**src/rtl/id_pkg.sv**
```systemverilog
// Shared decode-stage types: opcode constants, immediate formats and the ID/EX bundle.
package id_pkg;

  localparam int XLEN      = 32;
  localparam int NREG_BITS = 4;

  localparam logic [6:0] OPC_LUI      = 7'b0110111;
  localparam logic [6:0] OPC_AUIPC    = 7'b0010111;
  localparam logic [6:0] OPC_JAL      = 7'b1101111;
  localparam logic [6:0] OPC_JALR     = 7'b1100111;
  localparam logic [6:0] OPC_BRANCH   = 7'b1100011;
  localparam logic [6:0] OPC_LOAD     = 7'b0000011;
  localparam logic [6:0] OPC_STORE    = 7'b0100011;
  localparam logic [6:0] OPC_OP_IMM   = 7'b0010011;
  localparam logic [6:0] OPC_OP       = 7'b0110011;
  localparam logic [6:0] OPC_MISC_MEM = 7'b0001111;

  typedef enum logic [2:0] {
    IMM_I,
    IMM_S,
    IMM_B,
    IMM_U,
    IMM_J,
    IMM_NONE
  } imm_type_e;

  typedef struct packed {
    logic               valid;
    logic [XLEN-1:0]    pc;
    logic [XLEN-1:0]    op1;
    logic [XLEN-1:0]    op2;
    logic [XLEN-1:0]    imm;
    logic [NREG_BITS:0] rd;
    logic               wen;
    logic [6:0]         opcode;
    logic [2:0]         funct3;
    logic               funct7b5;
    logic               illegal;
  } idex_t;

endpackage

```
**src/rtl/id_imm_gen.sv**
```systemverilog
// Immediate generator: purely combinational, sign-extends I/S/B/J, left-aligns U.
module id_imm_gen
  import id_pkg::*;
(
  input  logic [31:0]     instr,
  input  imm_type_e       imm_type,
  output logic [XLEN-1:0] imm
);

  logic unused_opcode_bits;
  assign unused_opcode_bits = ^instr[6:0];

  always_comb begin
    imm = '0;
    case (imm_type)
      IMM_I:   imm = {{20{instr[31]}}, instr[31:20]};
      IMM_S:   imm = {{20{instr[31]}}, instr[31:25], instr[11:7]};
      IMM_B:   imm = {{19{instr[31]}}, instr[31], instr[7], instr[30:25], instr[11:8], 1'b0};
      IMM_U:   imm = {instr[31:12], 12'b0};
      IMM_J:   imm = {{11{instr[31]}}, instr[31], instr[19:12], instr[20], instr[30:21], 1'b0};
      default: imm = '0;
    endcase
  end

endmodule

```
**src/rtl/id_stage.sv**
```systemverilog
// RV32E decode stage: combinational regfile addressing and operand bypass, 1-cycle ID/EX register.
// Stalls IF on load-use (or any EX/MEM hazard when ID_MEM_FWD_EN is undefined); pipeline_en=0 freezes state.
module id_stage
  import id_pkg::*;
(
  input  logic                 clk,
  input  logic                 rst_n,
  input  logic                 pipeline_en,
  input  logic                 if_valid,
  input  logic [XLEN-1:0]      if_pc,
  input  logic [31:0]          if_instr,
  output logic                 stall,
  input  logic                 flush,
  output logic [NREG_BITS:0]   rs1,
  output logic [NREG_BITS:0]   rs2,
  input  logic [XLEN-1:0]      reg1,
  input  logic [XLEN-1:0]      reg2,
  input  logic [NREG_BITS:0]   ex_rd,
  input  logic                 ex_wen,
  input  logic                 ex_is_load,
  input  logic [XLEN-1:0]      ex_result,
  input  logic [NREG_BITS:0]   mem_rd,
  input  logic                 mem_wen,
  input  logic [XLEN-1:0]      mem_result,
  input  logic [NREG_BITS:0]   wb_rd,
  input  logic                 wb_wen,
  input  logic [XLEN-1:0]      wb_wdata,
  output logic                 idex_valid,
  output logic [XLEN-1:0]      idex_pc,
  output logic [XLEN-1:0]      idex_op1,
  output logic [XLEN-1:0]      idex_op2,
  output logic [XLEN-1:0]      idex_imm,
  output logic [NREG_BITS:0]   idex_rd,
  output logic                 idex_wen,
  output logic [6:0]           idex_opcode,
  output logic [2:0]           idex_funct3,
  output logic                 idex_funct7b5,
  output logic                 idex_illegal
);

  logic [6:0]         opcode;
  logic [NREG_BITS:0] rd;
  logic               use1, use2, use_rd, legal_op, illegal;
  imm_type_e          imm_type;
  logic [XLEN-1:0]    imm;
  logic [XLEN-1:0]    op1, op2;
  logic               ex_m1, ex_m2, mem_m1, mem_m2, wb_m1, wb_m2;
  idex_t              dec, idex_q;

  assign opcode = if_instr[6:0];
  assign rd     = if_instr[11:7];
  assign rs1    = if_instr[19:15];
  assign rs2    = if_instr[24:20];

  always_comb begin
    legal_op = 1'b1;
    use1     = 1'b0;
    use2     = 1'b0;
    use_rd   = 1'b0;
    imm_type = IMM_NONE;
    case (opcode)
      OPC_LUI, OPC_AUIPC: begin use_rd = 1'b1; imm_type = IMM_U; end
      OPC_JAL:            begin use_rd = 1'b1; imm_type = IMM_J; end
      OPC_JALR, OPC_LOAD, OPC_OP_IMM: begin
        use1 = 1'b1; use_rd = 1'b1; imm_type = IMM_I;
      end
      OPC_BRANCH:   begin use1 = 1'b1; use2 = 1'b1; imm_type = IMM_B; end
      OPC_STORE:    begin use1 = 1'b1; use2 = 1'b1; imm_type = IMM_S; end
      OPC_OP:       begin use1 = 1'b1; use2 = 1'b1; use_rd = 1'b1; end
      OPC_MISC_MEM: legal_op = 1'b1;
      default:      legal_op = 1'b0;
    endcase
  end

  // x16..x31 do not exist in RV32E
  assign illegal = !legal_op || (use1 && rs1[NREG_BITS]) || (use2 && rs2[NREG_BITS])
                 || (use_rd && rd[NREG_BITS]);

  assign ex_m1  = use1 && (rs1 != '0) && ex_wen  && (ex_rd  == rs1);
  assign ex_m2  = use2 && (rs2 != '0) && ex_wen  && (ex_rd  == rs2);
  assign mem_m1 = use1 && (rs1 != '0) && mem_wen && (mem_rd == rs1);
  assign mem_m2 = use2 && (rs2 != '0) && mem_wen && (mem_rd == rs2);
  assign wb_m1  = use1 && (rs1 != '0) && wb_wen  && (wb_rd  == rs1);
  assign wb_m2  = use2 && (rs2 != '0) && wb_wen  && (wb_rd  == rs2);

`ifdef ID_MEM_FWD_EN
  always_comb begin
    op1 = '0;
    op2 = '0;
    if (use1 && rs1 != '0) op1 = ex_m1 ? ex_result : mem_m1 ? mem_result : wb_m1 ? wb_wdata : reg1;
    if (use2 && rs2 != '0) op2 = ex_m2 ? ex_result : mem_m2 ? mem_result : wb_m2 ? wb_wdata : reg2;
  end

  assign stall = if_valid && ex_is_load && (ex_m1 || ex_m2);
`else
  logic unused_fwd;
  assign unused_fwd = ^{ex_result, mem_result, ex_is_load};

  always_comb begin
    op1 = '0;
    op2 = '0;
    if (use1 && rs1 != '0) op1 = wb_m1 ? wb_wdata : reg1;
    if (use2 && rs2 != '0) op2 = wb_m2 ? wb_wdata : reg2;
  end

  // Without EX/MEM paths the consumer waits until the producer sits in WB
  assign stall = if_valid && (ex_m1 || ex_m2 || mem_m1 || mem_m2);
`endif

  id_imm_gen u_imm_gen (
    .instr    (if_instr),
    .imm_type (imm_type),
    .imm      (imm)
  );

  always_comb begin
    dec          = '0;
    dec.valid    = if_valid;
    dec.pc       = if_pc;
    dec.op1      = op1;
    dec.op2      = op2;
    dec.imm      = imm;
    dec.rd       = rd;
    // an invalid slot must never look like a forwarding producer downstream
    dec.wen      = if_valid && use_rd && (rd != '0) && !illegal;
    dec.opcode   = opcode;
    dec.funct3   = if_instr[14:12];
    dec.funct7b5 = if_instr[30];
    dec.illegal  = illegal;
  end

  always_ff @(posedge clk) begin
    if (!rst_n) begin
      idex_q <= '0;
    end else if (pipeline_en) begin
      if (flush || stall) idex_q <= '0;
      else                idex_q <= dec;
    end
  end

  assign idex_valid    = idex_q.valid;
  assign idex_pc       = idex_q.pc;
  assign idex_op1      = idex_q.op1;
  assign idex_op2      = idex_q.op2;
  assign idex_imm      = idex_q.imm;
  assign idex_rd       = idex_q.rd;
  assign idex_wen      = idex_q.wen;
  assign idex_opcode   = idex_q.opcode;
  assign idex_funct3   = idex_q.funct3;
  assign idex_funct7b5 = idex_q.funct7b5;
  assign idex_illegal  = idex_q.illegal;

endmodule

```
**config.mk**
```make
export PLATFORM = sky130hd
export DESIGN_NAME = id_stage
export DESIGN_NICKNAME = d
export VERILOG_FILES = /design/src/rtl/id_pkg.sv /design/src/rtl/id_imm_gen.sv /design/src/rtl/id_stage.sv
export SDC_FILE = /design/constraint.sdc
export NUM_CORES = 1
export LEC_CHECK = 0
export ABC_AREA = 1
export ABC_CLOCK_PERIOD_IN_PS = 5500
export CORE_MARGIN = 10
export CORE_UTILIZATION = 30
export CTS_CLUSTER_DIAMETER = 30
export DETAILED_ROUTE_END_ITERATION = 7
export HOLD_SLACK_MARGIN = 0.06
export PLACE_DENSITY = 0.64
export SYNTH_ARGS = -nofsm -noshare
export SYNTH_HDL_FRONTEND = slang
export SYNTH_HIERARCHICAL = 1
export SYNTH_SLANG_ARGS = --single-unit
export TNS_END_PERCENT = 1
```
**constraint.sdc**
```tcl
create_clock -name clk -period 5.5 [get_ports clk]
set_clock_uncertainty 0.05 [all_clocks]
set_input_delay 1.375 -clock clk [delete_from_list [all_inputs] [get_ports clk]]
set_output_delay 1.375 -clock clk [all_outputs]
set_load 0.05 [all_outputs]
```
==> run summary, run 1 <==
Final Net Count: 1819
Startpoint type of the worst setup path: input pin
Area fraction in and, or, nand and nor cells after synthesis: 42.0%
Max-slew headroom at the worst pin: 34.1%
Result of the run: finished clean
Width of the chip: 187 µm
Starting Density: 30.7%
Number of inserted filler cells in the final layout: 2843
Fraction of power consumed by the clock network: 43.4%
Post-Route Setup TNS: 0 ns
Routed vias: 9561
R2R depth: 4
Crit Path Category: in -> out
Number of nets produced by synthesis: 1554
Root buffer selected by CTS: sky130_fd_sc_hd__clkbuf_16
Synthesis Warnings: 6
Sum of routed wire length over all layers: 35800 µm
Worst Tran Pin Value: 0.988 ns
Startpoint of the worst register-to-register path: idex_op1[5]
Mux contribution to synthesized area: 0%
Routed length per placed instance: 18.3 µm
Highest Clock Rate: 213 MHz
ANT cells: 0
Pre-CTS setup slack: 0.774 ns
Endpoint of the most critical register-to-register path: idex_op1[5]
TritonCTS Buffers: 17
Crit end category: output port
Chip Height: 187 µm
Quantity of gates resized following cts: 0
Proportion of power drawn by combinational gates: 17.2%
Maximum fanout along the worst path: 7
Reg2reg setup slack: 4.74 ns
Final Cycle Share: 85.4%
Clk_lat worst skew: 0.42 ns
VDD IR-drop max: 0.000143 V
Final count of pins violating max slew: 0
Fraction of the mapped netlist area in compound gates: 11.2%
Worst Hold Launch: idex_pc[19]
Netlist Area Pre-Place: 8340 µm²
Syn-to-layout area delta: 48.9%
HPWL reported at the end of detailed placement: 25200 µm
Total internal power: 0.00196 W
Top-level I/O count: 406
Net load switching power: 0.000802 W
Buffer levels on the longest clock path: 2
Overall overflow remaining after global route: 0
Number of instances in the synthesized netlist: 1306
Number of sinks on the clock net: 147
Largest family of logic cells by synthesized area: simple AND/OR/NAND/NOR gates
Hold bufs inserted after CTS: 0
Post-Synth Adder-Cell Area: 0%
RePlAce Congestion: 0.888
Final total power: 0.00277 W
Synthesized flop and latch total: 147
Worst endpoint required time: 4.07 ns
CTS HTree Levels: 4
CTS clock-pin slew for the worst setup and hold paths: 0.06 ns
Count of cells along the worst hold path: 2
Number of detailed-routing iterations run before antenna repair: 5
Detail-routed via count per cell: 4.89
Largest net degree at the start of global routing: 86
Critical Path Source: if_instr[5]
Power density of the placed cells: 223 nW/µm²
Final design utilization: 45.7%
Share of layout cells above drive strength 1: 4.99%
Clock tree from TritonCTS: done
Detailed-route DRC error count: 0
Slack of the critical path: 0.800 ns
Post-synthesis cell type count: 30
Synth Area in XOR/XNOR: 0.105%
Minimum clock period: 4.70 ns
Core region area: 27200 µm²
Number of violations of the max-capacitance limit: 0
Floorplan row count: 60
Setup bufs post-CTS: 0
Critical Path AT: 3.27 ns
Worst Hold Margin: 0.413 ns
Wire length of the first global-routing pass: 55400 µm
Number of enable flip-flop cells after synthesis: 0
Final hold violation count: 0
Die outline area: 34900 µm²
Number of antenna violations at the first check in global routing: 0
Number of failing setup endpoints in the final timing report: 0
Seq/Total Area, Yosys: 35.3%
Number of global-route vias before repair: 9266
Leading register cell type out of synthesis: sky130_fd_sc_hd__dfxtp_1
Global-route usage over all layers: 19.7%
Leak: 4.64 nW
First DRT Iteration DRCs: 648
Number of buffer cells added on primary ports: 340
Post-route ant nets: 0
WHS Endpoint: idex_pc[19]
Setup repair after global routing missed its margin: false
Synthesized area per cell: 6.39 µm²
Fraction of registers with async set or reset after synthesis: 0%
Switching Share: 29.0%
Hold/Removal Path Class: reg -> reg
Sequential cell fraction of total power: 39.4%
==> sequential cells by signal, indices dropped and copies added (netlist names) <==
name and cells:
idex_pc 32, idex_funct7b5 1, idex_valid 1, idex_imm 32, idex_illegal 1, idex_op2 32
idex_op1 32, idex_funct3 3, idex_wen 1, idex_opcode 7, idex_rd 5
==> cells in the final DEF (no fill, tap or decap) <==
| master | Yosys | routed |
|---|---|---|
| sky130_fd_sc_hd__buf_12 | 0 | 1 |
| sky130_fd_sc_hd__clkbuf_1 | 62 | 2 |
| sky130_fd_sc_hd__nor3_1 | 35 | 35 |
| sky130_fd_sc_hd__inv_1 | 97 | 96 |
| sky130_fd_sc_hd__inv_8 | 0 | 1 |
| sky130_fd_sc_hd__a21oi_1 | 120 | 120 |
| sky130_fd_sc_hd__bufinv_16 | 0 | 2 |
| sky130_fd_sc_hd__inv_4 | 0 | 3 |
| sky130_fd_sc_hd__buf_4 | 14 | 21 |
| sky130_fd_sc_hd__o41ai_2 | 0 | 1 |
| sky130_fd_sc_hd__clkinvlp_4 | 0 | 5 |
| sky130_fd_sc_hd__a32o_1 | 1 | 1 |
| sky130_fd_sc_hd__nor2_4 | 2 | 3 |
| sky130_fd_sc_hd__nand2_1 | 285 | 285 |
| sky130_fd_sc_hd__o21ai_0 | 10 | 10 |
| sky130_fd_sc_hd__nand3_1 | 105 | 103 |
| sky130_fd_sc_hd__o21ai_1 | 1 | 1 |
| sky130_fd_sc_hd__inv_6 | 0 | 3 |
| sky130_fd_sc_hd__nand3b_1 | 33 | 33 |
| sky130_fd_sc_hd__clkbuf_16 | 0 | 17 |
| sky130_fd_sc_hd__inv_2 | 5 | 4 |
| sky130_fd_sc_hd__clkdlybuf4s50_1 | 0 | 338 |
| sky130_fd_sc_hd__o221ai_1 | 1 | 1 |
| sky130_fd_sc_hd__clkinv_4 | 0 | 2 |
| sky130_fd_sc_hd__xor2_1 | 1 | 1 |
| sky130_fd_sc_hd__nor2_2 | 4 | 5 |
| sky130_fd_sc_hd__nand2_2 | 7 | 7 |
| sky130_fd_sc_hd__o21bai_1 | 32 | 32 |
| sky130_fd_sc_hd__nor2_1 | 203 | 201 |
| sky130_fd_sc_hd__or4_1 | 1 | 1 |
| sky130_fd_sc_hd__dfxtp_1 | 147 | 147 |
| sky130_fd_sc_hd__nand4_1 | 97 | 97 |
| sky130_fd_sc_hd__nand2_4 | 1 | 1 |
| sky130_fd_sc_hd__o21a_1 | 1 | 1 |
| sky130_fd_sc_hd__nand3_2 | 1 | 3 |
==> cell type report <==
| type | count | area (µm²) | area share, % |
|---|---|---|---|
| well taps | 372 | 465 | 3.75 |
| clock inverters | 13 | 153 | 1.23 |
| flip-flops and latches | 147 | 2940 | 23.7 |
| clock buffers | 19 | 433 | 3.48 |
| inverters | 103 | 394 | 3.17 |
| repair buffers | 360 | 3560 | 28.7 |
| multi-input cells | 942 | 4470 | 36.0 |
==> per-layer routing <==
metal / vias to the layer above / global-route usage [%] / wire [µm]
li1: 4813 / - / -
met5: - / 0 / 0
met1: 4369 / 24.3 / 15300
met3: 34 / 5.29 / 2640
met2: 345 / 33.2 / 17200
met4: 0 / 5.02 / 688
==> cell usage after synthesis, types with 5 or more instances <==
cell / count / area, µm²
sky130_fd_sc_hd__buf_4: 14 / 105
sky130_fd_sc_hd__nand3_1: 105 / 526
sky130_fd_sc_hd__buf_6: 7 / 78.8
sky130_fd_sc_hd__inv_1: 97 / 364
sky130_fd_sc_hd__nand4_1: 97 / 607
sky130_fd_sc_hd__o21ai_0: 10 / 50.1
sky130_fd_sc_hd__inv_2: 5 / 18.8
sky130_fd_sc_hd__nand2_2: 7 / 43.8
sky130_fd_sc_hd__o21bai_1: 32 / 240
sky130_fd_sc_hd__clkbuf_1: 62 / 233
sky130_fd_sc_hd__dfxtp_1: 147 / 2940
sky130_fd_sc_hd__nand3b_1: 33 / 248
sky130_fd_sc_hd__a21oi_1: 120 / 601
sky130_fd_sc_hd__buf_2: 27 / 135
sky130_fd_sc_hd__nand2_1: 285 / 1070
sky130_fd_sc_hd__nor2_1: 203 / 762
sky130_fd_sc_hd__nor3_1: 35 / 175
==> power by group through the flow <==
stage / Combinational [W] / Sequential, W / Clock [W]
2_1_floorplan: 0.000175 / 0.00118 / 0
3_3_place_gp: 0.000473 / 0.00111 / 0
3_5_place_dp: 0.000474 / 0.00111 / 0
4_1_cts: 0.000476 / 0.00109 / 0.00123
5_1_grt: 0.000509 / 0.00109 / 0.00127
6_report: 0.000475 / 0.00109 / 0.00120
==> cell families (layout without fill, tap and decap cells) <==
family,count (synthesis),in the layout
XOR/XNOR,1,1
AND/OR/NAND/NOR,774,774
buffers and inverters,217,495
AO/OA/AOI/OAI,167,167
flip-flops,147,147
==> worst max-delay path by stage <==
stage	end	slack (ns)	cells after the start
5_1_grt	stall	0.68	12
3_3_place_gp	stall	0.83	12
2_1_floorplan	stall	1.31	12
3_5_place_dp	stall	0.77	12
6_report	stall	0.80	12
4_1_cts	stall	0.76	12
==> per-stage QoR <==
stage | instances | cell area [µm²]
floorplan | 1306 | 8340
global placement | 1924 | 11800
detailed placement | 1924 | 11800
CTS | 1956 | 12400
global route | 1956 | 12400
finish | 1956 | 12400
==> critical path: stages <==
cell	delay [ns]
sky130_fd_sc_hd__clkdlybuf4s50_1	0.61
sky130_fd_sc_hd__inv_1	0.06
sky130_fd_sc_hd__a21oi_1	0.33
sky130_fd_sc_hd__nand2_1	0.12
sky130_fd_sc_hd__nand3_2	0.13
sky130_fd_sc_hd__nand2_2	0.11
sky130_fd_sc_hd__inv_2	0.08
sky130_fd_sc_hd__nand2_2	0.06
sky130_fd_sc_hd__nand2_2	0.07
sky130_fd_sc_hd__nand2_4	0.05
sky130_fd_sc_hd__inv_1	0.11
sky130_fd_sc_hd__buf_12	0.15
(Power assumes the default switching activity.)
==> run 2, diff against run 1 <==
--- a/config.mk
+++ b/config.mk
@@ -6,13 +6,13 @@
 export NUM_CORES = 1
 export LEC_CHECK = 0
 export ABC_AREA = 1
-export ABC_CLOCK_PERIOD_IN_PS = 5500
+export ABC_CLOCK_PERIOD_IN_PS = 4200
 export CORE_MARGIN = 10
 export CORE_UTILIZATION = 30
 export CTS_CLUSTER_DIAMETER = 30
 export DETAILED_ROUTE_END_ITERATION = 7
 export HOLD_SLACK_MARGIN = 0.06
-export PLACE_DENSITY = 0.64
+export PLACE_DENSITY = 0.67
 export SYNTH_ARGS = -nofsm -noshare
 export SYNTH_HDL_FRONTEND = slang
 export SYNTH_HIERARCHICAL = 1
==> constraint.sdc (replaced) <==
create_clock -name clk -period 4.2 [get_ports clk]
set_clock_uncertainty 0.05 [all_clocks]
set_input_delay 1.05 -clock clk [delete_from_list [all_inputs] [get_ports clk]]
set_output_delay 1.05 -clock clk [all_outputs]
set_load 0.05 [all_outputs]
==> run 2 against run 1 <==
Net effect:
- global-route usage hardly changed
- combinational power grew 33%
- register-to-register slack got worse by 1.3 ns
- largest cell class unchanged
- critical path type unchanged
- first-iteration DRC count increased by 18%
- die area is the same
- final area grew 1.4%
- via count is 1.4% higher
- critical endpoint unchanged
==> run summary, run 2 (synthesis gave the netlist of run 1 again) <==
Result of the run: finished clean
CTS HTree Levels: 4 (unchanged)
Width of the chip: 187 µm (unchanged)
Die outline area: 34900 µm² (unchanged)
Worst Tran Pin Value: 0.752 ns (-0.236 ns)
Worst Hold Margin: 0.413 ns (+0.000428 ns)
Routed vias: 9699 (+1.4%)
Minimum clock period: 3.91 ns
Total placed cells including tap cells: 1936 (+0.62%)
Number of global-route vias before repair: 9365 (+1.1%)
Maximum fanout along the worst path: 4 (-3)
HPWL reported at the end of detailed placement: 25600 µm (+1.6%)
Clock tree from TritonCTS: done
Crit end category: output port
Post-route ant nets: 0 (unchanged)
Number of failing setup endpoints in the final timing report: 0 (unchanged)
Final Cycle Share: 93.1%
Wire length of the first global-routing pass: 55300 µm (-0.31%)
Chip Height: 187 µm (unchanged)
Critical Path Source: if_instr[4]
Hold bufs inserted after CTS: 0 (unchanged)
Overall overflow remaining after global route: 0 (unchanged)
Final hold violation count: 0 (unchanged)
Startpoint type of the worst setup path: input pin
First DRT Iteration DRCs: 766 (+18%)
Cell type with the highest occurrence count on the critical path: sky130_fd_sc_hd__nand2_2
Layout Cells excl Fill: 1968 (+0.61%)
Final count of pins violating max slew: 0 (unchanged)
Number of sinks on the clock net: 147 (unchanged)
Maximum cell stage delay along the critical path: 0.51 ns (-0.10 ns)
Setup bufs post-CTS: 0 (unchanged)
Root buffer selected by CTS: sky130_fd_sc_hd__clkbuf_16
VDD IR-drop max: 0.000190 V (+33%)
Crit Path Category: in -> out
Highest Clock Rate: 256 MHz
Number of detailed-routing iterations run before antenna repair: 5 (unchanged)
Clk_lat worst skew: 0.41 ns (about the same)
Floorplan row count: 60 (unchanged)
Startpoint of the worst register-to-register path: idex_op1[4]
Buffer levels on the longest clock path: 2 (unchanged)
Detailed-route DRC error count: 0 (unchanged)
Syn-to-layout area delta: 50.9%
Final Net Count: 1831 (+0.66%)
Share of layout cells above drive strength 1: 5.83% (+0.84 points)
Hold/Removal Path Class: reg -> reg
Number of violations of the max-capacitance limit: 0 (unchanged)
Core region area: 27200 µm² (unchanged)
Worst endpoint required time: 3.10 ns (-0.97 ns)
Post-Route Setup TNS: 0 ns (unchanged)
Top-level I/O count: 406 (unchanged)
TritonCTS Buffers: 17 (unchanged)
Power density of the placed cells: 300 nW/µm² (+35%)
Endpoint of the most critical register-to-register path: idex_op1[4]
Global-route usage over all layers: 19.7% (about the same)
Slowest stage cell, crit path: sky130_fd_sc_hd__clkdlybuf4s50_1
Number of buffer cells added on primary ports: 340 (unchanged)
Capture point of the worst path: stall
R2R depth: 4 (unchanged)
Most used cells in the layout excluding fill and tap cells: 337 x sky130_fd_sc_hd__clkdlybuf4s50_1, 285 x sky130_fd_sc_hd__nand2_1, 201 x sky130_fd_sc_hd__nor2_1
Leak: 4.75 nW (+2.3%)
RePlAce Congestion: 0.868 (-2.2%)
CTS clock-pin slew for the worst setup and hold paths: 0.07 ns (about the same)
Quantity of gates resized following cts: 0 (unchanged)
Most common cell after layout, fill and taps aside: sky130_fd_sc_hd__clkdlybuf4s50_1
Sum of routed wire length over all layers: 35800 µm (about the same)
Final total power: 0.00378 W (+37%)
ANT cells: 0 (unchanged)
Routed length per placed instance: 18.2 µm (-0.69%)
Largest net degree at the start of global routing: 70 (-19%)
Final design utilization: 46.3% (+0.63 points)
Reg2reg setup slack: 3.45 ns (-1.29 ns)
Number of antenna violations at the first check in global routing: 0 (unchanged)
Max-slew headroom at the worst pin: 49.8% (+16 points)
Critical Path AT: 2.81 ns (-0.46 ns)
Setup repair after global routing missed its margin: false
Critical path cell sequence: clkdlybuf4s50_1 > inv_1 > nand2_1 > nor2_2 > nand2_1 > nand3_2 > nand2_2 > inv_2 > nand2_2 > nand2_2 > nand2_4 > inv_1 > buf_12
Starting Density: 30.7% (unchanged)
Detail-routed via count per cell: 4.93 (+0.82%)
-- run 2: changes by cell type in the layout (fill, tap and decap cells not counted), moves of 2 or more --
cell                         previous run  this run
sky130_fd_sc_hd__bufinv_16              2         4
sky130_fd_sc_hd__buf_4                 21        32
sky130_fd_sc_hd__inv_6                  3         5
sky130_fd_sc_hd__buf_12                 1         3
sky130_fd_sc_hd__clkinvlp_4             5         1
sky130_fd_sc_hd__inv_8                  1         3
-- run 2: worst min-delay path by stage --
stage,slack (ns),start,to,depth (start not counted)
6_report,0.41,idex_pc[3],idex_pc[3],2
5_1_grt,0.43,idex_op2[7],idex_op2[7],2
4_1_cts,0.41,idex_imm[26],idex_imm[26],2
3_5_place_dp,0.40,idex_imm[26],idex_imm[26],2
3_3_place_gp,0.40,idex_pc[10],idex_pc[10],2
2_1_floorplan,0.64,idex_funct3[2],idex_funct3[2],2
-- run 2: where the power goes --
group	total (W)	switching, W	internal [W]
combinational	0.000630	0.000357	0.000273
sequential	0.00143	0.0000116	0.00142
clock	0.00172	0.000702	0.00102
total	0.00378	0.00107	0.00271
-- run 2: cell type report --
cell class / count / area, µm²
Clock buffer: 18 / 429
Clock inverter: 14 / 214
Fill cell: 2806 / 14600
Inverter: 103 / 394
Multi-Input combinational cell: 942 / 4470
Sequential cell: 147 / 2940
Tap cell: 372 / 465
Timing Repair Buffer: 372 / 3670
-- run 2: metal layers --
layer / vias to the layer above / track usage, % / share of wire [%] / routed length [µm]
li1: 4839 / - / - / -
met1: 4484 / 24.0 / 42 / 14900
met2: 344 / 32.8 / 48 / 17200
met3: 32 / 5.92 / 8.3 / 2980
met4: 0 / 5.71 / 2.0 / 723
met5: - / 0 / 0 / 0
-- run 2: worst max-delay path, delay by kind of cell --
| kind | cells | cell delay, ns |
|---|---|---|
| and+or+nand+nor | 8 | 0.78 |
| buffers and inverters | 5 | 0.96 |
-- run 2: through the flow --
step	setup slack [ns]	area [µm²]
global placement	0.342	12000
finish	0.288	12600
CTS	0.315	12600
global route	0.172	12600
detailed placement	0.316	12000
floorplan	0.656	8340
